`src/rtl/inst_fetch_bridge.sv`:
```
// inst_fetch_bridge: single-outstanding bridge from the fixed-latency fetch
// port to the SRAM-like instruction bus (req / addr_ok / data_ok). Buffers one
// response for IF, gives pre-IF a busy/stall signal, discards responses
// orphaned by a flush, and answers misaligned fetches locally with fs_adel.
module inst_fetch_bridge #(
    parameter int ADDR_W = 32
) (
    input  logic              clk,
    input  logic              resetn,
    // fetch side
    input  logic              fs_req,
    input  logic [ADDR_W-1:0] fs_addr,
    output logic              fs_busy,
    input  logic              fs_cancel,
    output logic              fs_rvalid,
    input  logic              fs_rready,
    output logic [31:0]       fs_rdata,
    output logic              fs_adel,
    // instruction bus side
    output logic              inst_req,
    output logic              inst_wr,
    output logic [1:0]        inst_size,
    output logic [ADDR_W-1:0] inst_addr,
    output logic [31:0]       inst_wdata,
    input  logic              inst_addr_ok,
    input  logic              inst_data_ok,
    input  logic [31:0]       inst_rdata
);

    typedef enum logic [1:0] {
        S_IDLE = 2'd0,  // nothing in flight, no buffered response
        S_REQ  = 2'd1,  // inst_req high, waiting for addr_ok
        S_WAIT = 2'd2,  // address taken, waiting for data_ok
        S_HOLD = 2'd3   // response buffered for IF
    } state_e;

    state_e            state_q;
    logic              discard_q;   // in-flight transaction was flushed
    logic [ADDR_W-1:0] addr_q;
    logic [31:0]       rdata_q;
    logic              adel_q;

    logic accept;
    logic misalign;

    // Free only when empty, or when the buffered response leaves this cycle.
    always_comb begin
        fs_busy = !((state_q == S_IDLE) || ((state_q == S_HOLD) && fs_rready));
    end

    assign accept   = fs_req && !fs_busy;
    assign misalign = |fs_addr[1:0];

    // Main FSM: launches bus requests, tracks flushes, captures responses.
    always_ff @(posedge clk) begin
        if (!resetn) begin
            state_q   <= S_IDLE;
            discard_q <= 1'b0;
            addr_q    <= '0;
            rdata_q   <= '0;
            adel_q    <= 1'b0;
        end else begin
            case (state_q)
                S_IDLE, S_HOLD: begin
                    // A new accept wins over draining/flushing the buffer;
                    // a request taken alongside fs_cancel is never killed.
                    if (accept) begin
                        if (misalign) begin
                            state_q <= S_HOLD;
                            rdata_q <= '0;
                            adel_q  <= 1'b1;
                        end else begin
                            addr_q    <= fs_addr;
                            discard_q <= 1'b0;
                            state_q   <= S_REQ;
                        end
                    end else if ((state_q == S_HOLD) && (fs_rready || fs_cancel)) begin
                        state_q <= S_IDLE;
                    end
                end
                S_REQ: begin
                    // The bus request is never withdrawn; a flush only marks it.
                    if (fs_cancel)    discard_q <= 1'b1;
                    if (inst_addr_ok) state_q   <= S_WAIT;
                end
                S_WAIT: begin
                    if (inst_data_ok) begin
                        if (discard_q || fs_cancel) begin
                            discard_q <= 1'b0;
                            state_q   <= S_IDLE;
                        end else begin
                            rdata_q <= inst_rdata;
                            adel_q  <= 1'b0;
                            state_q <= S_HOLD;
                        end
                    end else if (fs_cancel) begin
                        discard_q <= 1'b1;
                    end
                end
                default: state_q <= S_IDLE;
            endcase
        end
    end

    assign inst_req   = (state_q == S_REQ);
    assign inst_addr  = addr_q;
    assign inst_wr    = 1'b0;
    assign inst_size  = 2'b10;
    assign inst_wdata = 32'd0;

    assign fs_rvalid  = (state_q == S_HOLD);
    assign fs_rdata   = rdata_q;
    assign fs_adel    = adel_q;

endmodule

```
`config.mk`:
```
export PLATFORM = sky130hd
export DESIGN_NAME = inst_fetch_bridge
export DESIGN_NICKNAME = d
export VERILOG_FILES = /design/src/rtl/inst_fetch_bridge.sv
export SDC_FILE = /design/constraint.sdc
export NUM_CORES = 1
export LEC_CHECK = 0
export BUFFER_PORTS_ARGS = -buffer_cell sky130_fd_sc_hd__buf_2
export CORE_UTILIZATION = 44
export CTS_CLUSTER_DIAMETER = 60
export DETAILED_ROUTE_END_ITERATION = 6
export PLACE_DENSITY_LB_ADDON = 0.2
export SYNTH_ARGS = -nofsm -noshare
export SYNTH_HDL_FRONTEND = slang
export SYNTH_SLANG_ARGS = --single-unit
```
`constraint.sdc`:
```
create_clock -name clk -period 2.2 [get_ports clk]
set_clock_uncertainty 0.05 [all_clocks]
set_input_delay 0.44 -clock clk [delete_from_list [all_inputs] [get_ports clk]]
set_output_delay 0.44 -clock clk [all_outputs]
set_load 0.03 [all_outputs]
```
* After elaboration in Yosys (flattened, before gate mapping) *
Index checks and enable logic that the tools add are counted.

word-level totals
  register bits after elaboration = 68
  logic and storage cells = 55
  output and inout port bits = 103
  input port bits = 71

operators by class
  reductions and logical operators = 15
  bitwise logic cells = 1
  equality and inequality tests = 11
  muxes and demuxes = 23

operators by type and width
  cell                                                                      count
  32-bit two-way mux                                                        4
  32-bit one-hot mux with 2 select lines                                    1
  2-bit two-way mux                                                         6
  2-bit inequality test (second input constant)                             5
  1-bit two-way mux                                                         9
  3-bit AND reduction                                                       3
  3-bit inequality test (second input constant)                             2
  2-bit one-hot mux with 3 select lines                                     1
  5-bit AND reduction                                                       1
  2-bit == test (second input constant)                                     2
  2-bit OR reduction                                                        2
  1-bit logical AND                                                         3
  1-bit logical OR                                                          3
  1-bit one-hot mux with 3 select lines                                     1
  2-bit by 1-bit == test with 1-bit output (second input constant)          1
  2-bit zero test                                                           1
  2-bit by 1-bit inequality test with 1-bit output (second input constant)  1
  1-bit one-hot mux with 2 select lines                                     1
  2-bit nonzero test                                                        1
  1-bit zero test                                                           1
  1-bit NOT                                                                 1

* Depth between registers and ports, before layout *
  depth in word-level cells = 6
  depth in mapped cells = 7
  gate-level depth less buffers = 6

* Least setup slack after synthesis *
No wires, ideal clock.

  path type = reg-to-reg
  from = register state_q[0]
  to = register rdata_q[0], in the netlist fs_rdata[0]
  library setup time = 0.072 ns
  buffers on the path = 1
  period minus slack after synthesis = 1.799 ns
  stages on the path, launching flop included = 7
  data arrival time = 1.678 ns
  setup slack = 0.401 ns
  path through = dfxtp_1 -> inv_1 -> ha_1 -> or2_1 -> a21oi_4 -> buf_12 -> mux2i_1

between the ends
  word-level cells in the longest chain between the ends = 6
  elaborated cells on any way between the ends = 14

RTL lines
  element                          RTL line  RTL
  start: declaration               37        state_e state_q;
  start signal: assignment         57        state_q <= S_IDLE;
  start signal: assignment         69        state_q <= S_HOLD;
  start signal: assignment         75        state_q <= S_REQ;
  2-bit == test                    48, 63
  1-bit logical AND                48        fs_busy = !((state_q == S_IDLE) || ((state_q == S_HOLD) && fs_rready));
  1-bit logical OR                 48
  1-bit logical AND                51        assign accept = fs_req && !fs_busy;
  2-bit inequality test (no line)  n/a
  5-bit AND reduction (no line)    n/a
  end signal: assignment           92        rdata_q <= inst_rdata;
  end: declaration                 40        logic [31:0] rdata_q;

Parallel ways exist; a longest one is shown, timed or not.
A chain may end at the register's enable or synchronous reset.

* Worst setup path after layout *
  from = register state_q[0]
  to = output port fs_busy

between the ends
  word-level cells in the longest chain between the ends = 4
  elaborated cells on any way between the ends = 5

RTL lines
  element             RTL line  RTL
  2-bit == test       48
  1-bit logical AND   48
  1-bit logical OR *  48
  1-bit zero test *   48
  end: declaration    13        output logic fs_busy,

Every way passes the cells marked *; elsewhere a longest branch is shown, timed or not.

==> impl_metrics.toml <==
[setup_path]
worstReg2RegEnd = "fs_rdata[12]"
timing.critical_path.from = "state_q[0]"
cp-end-kind = "output port"
worst-endpoint-required_ps = 1710
cp_num_buf_inv = 3
cp_slowest_stage_delay_ps = 390
critical_path_cell_count = 5
worstReg2RegStart = "state_q[0]"
cp_top_family = "flip-flops"
r2r_cells = 6
cp_cell_sequence = "inv_1, ha_1, a21o_2, inv_1, buf_2"
setup.worst_path.start_class = "register"
critPathMostFrequentCell = "sky130_fd_sc_hd__inv_1"
timing.critical_path.to = "fs_busy"
cp_data_arrival_time_ps = 1540
crit_path_max_fanout = 6
criticalPathCategory = "register to output port"
reg2reg_setup_slack_ps = 240
worst_path_max_delay_cell = "sky130_fd_sc_hd__dfxtp_1"

[cts]
cts.hold.buffers_added = 0
worst_skew_pair.late_latency_ps = 330
cts_max_path_buffers = 2
post_cts_resize_count = 0
cts-htree-levels = 3
tritoncts.num_buffers = 9
cts_root_buffer = "sky130_fd_sc_hd__clkbuf_8"
postCtsSetupBuffers = 0
cts.clk_slew.worst_paths_ps = 70
clock_sinks = 68
cts_tree = "yes"

[finish]
num-nets-final = 565
layout_cell_share_with_drive_strength_beyond_1_pct = 33.9
antenna_cells_inserted = 0
final.fill_count = 655
area_growth_pct = 24.6

[sta]
setup_ws_ps = 169
min_period_ps = 2030
totalNegativeSetupSlack_ps = 0
drv_slew = 0
maxClockFrequency_mhz = 492
number_of_failing_hold_endpoints_at_the_final_stage = 0
hold_slack_ps = 275
timing.final.crit_share_pct = 92.3
timing.final.setup_violations = 0
setup_repair_after_global_routing_missed_its_margin = "no"

[synth]
syn_area_um2 = 3070
synth_top_cell_by_area = "sky130_fd_sc_hd__dfxtp_1"
synth_ff_type = "sky130_fd_sc_hd__dfxtp_1"
ys_warn_count = 0
avgSynthCellArea_um2 = 8.57
synth-edff-count = 0
post-synth-top-count-cell = "sky130_fd_sc_hd__nand2_1"
postSynthRegisterBits = 68
ys_top_cells_by_count = "95 x sky130_fd_sc_hd__nand2_1, 68 x sky130_fd_sc_hd__dfxtp_1, 35 x sky130_fd_sc_hd__buf_4"
post-synth-top-area-fraction_pct = 44.4
netlist_instances = 358
netlist_top_cells_area = "sky130_fd_sc_hd__dfxtp_1 44%, sky130_fd_sc_hd__nand2_1 12%, sky130_fd_sc_hd__mux2i_1 10%, sky130_fd_sc_hd__buf_4 8.6%, sky130_fd_sc_hd__nand3_1 5.4%"
postSynth.asyncResetShare_pct = 0
number_of_different_library_cells_in_the_post_synthesis_netlist = 36
seq_area_frac_synth_pct = 44.4

[worst_hold_path]
worstHoldPathType = "primary input to register"

[drt]
drt-wirelength-per-cell_um = 11.4
final_antenna_net_count = 0
drc_errors = 0
vias = 2667
drtIter0Drc = 83
dr.pass1.iters = 4
totalWireLength_um = 6540
routed_via_density = 4.64

[power_and_ir_drop]
cellPowerDensity_nw_per_um2 = 940
p_leak_nw = 1.85
post-layout-total-power_w = 0.00359
worst_voltage_drop_across_the_vdd_grid_mv = 0.453

[die]
effective_utilization_at_floorplan_pct = 45.4
fp.dieArea_um2 = 7310
die_w_um = 85.5
die_height_um = 85.5
number_of_top_level_pins = 174
std_cell_core_area_um2 = 6760
fp-row-count = 30

[global_route]
grt_start_max_net_pins = 39
total_congestion_overflow_after_global_routing = 0
first_global_vias = 2331
grt_pass1_wl_um = 10300
grt_antenna_before_repair = 0
grt_use_total_pct = 17.7

[place]
place_congestion = 0.798
place_ws_ps = 275
io_buffer_count = 138
hpwl_um = 4840

[status]
outcome = "finished clean"

[flow_run]
max_cap_viol_count = 0
-- state kept, by name, summed over array words and instances, names as in the netlist --
register,cells
inst_addr,32
state_q,2
fs_rdata,32
fs_adel,1
discard_q,1
-- layout by cell type, fill, tap and decap left out, drive strengths merged, types with 4 or more instances in the layout --
cell type	n
a21oi	4
buf	147
clkbuf	12
conb	35
dfxtp	68
ha	4
inv	5
mux2i	32
nand2	95
nand3	34
o21ai	33
-- stage by stage --
| stage | util [%] | instance area [um2] | instances |
|---|---|---|---|
| after floorplan | - | 3190 | 391 |
| after global placement | 54.1 | 3650 | 559 |
| after detailed placement | 54.1 | 3650 | 559 |
| after CTS | 56.6 | 3820 | 575 |
| after global routing | 56.6 | 3820 | 575 |
| final | 56.6 | 3820 | 575 |
-- final cells by class --
class                   count  area [um2]  share of cell area, %
clock buffers              12         145                   3.80
repair buffers            147         771                   20.2
well taps                  80         100                   2.62
inverters                   6        22.5                  0.589
clock inverters             4        25.0                  0.654
multi-input cells         258        1400                   36.6
flip-flops and latches     68        1360                   35.6
-- worst min-delay path: stages --
cell	delay [ps]
sky130_fd_sc_hd__buf_2	90
sky130_fd_sc_hd__nand2_1	50
sky130_fd_sc_hd__o21ai_1	50
-- how the worst min path moves through the flow --
stage	startpoint	endpoint	slack [ps]	depth (start not counted)
6_report	fs_addr[21]	inst_addr[21]	270	3
5_1_grt	fs_addr[21]	inst_addr[21]	270	3
4_1_cts	fs_addr[21]	inst_addr[21]	260	3
3_5_place_dp	fs_rdata[1]	fs_rdata[1]	390	2
3_3_place_gp	fs_rdata[1]	fs_rdata[1]	390	2
2_1_floorplan	state_q[1]	state_q[1]	410	2
-- logic make-up after synthesis --
family / Yosys count / share of synthesized area, %
AOI/OAI and AO/OA: 44 / 8.85
muxes: 33 / 10.8
other: 2 / 0.245
buffers and inverters: 65 / 14.1
adders and majority gates: 4 / 1.63
DFF: 68 / 44.4
and+or+nand+nor: 142 / 20.0
-- power breakdown --
part | switching (W) | total [W] | internal, W
combinational | 0.000820 | 0.00129 | 0.000473
clock | 0.000458 | 0.000895 | 0.000437
sequential | 0.0000626 | 0.00141 | 0.00134
-- routing by layer --
| layer | up-vias | global-route usage (%) | wire (um) |
|---|---|---|---|
| met3 | 9 | 7.12 | 574 |
| met1 | 1188 | 20.6 | 2900 |
| met4 | 0 | 6.97 | 99 |
| met2 | 101 | 29.4 | 2970 |
| li1 | 1369 | - | - |
| met5 | - | 0 | 0 |
Note: power is estimated with default switching activity, not from simulation.
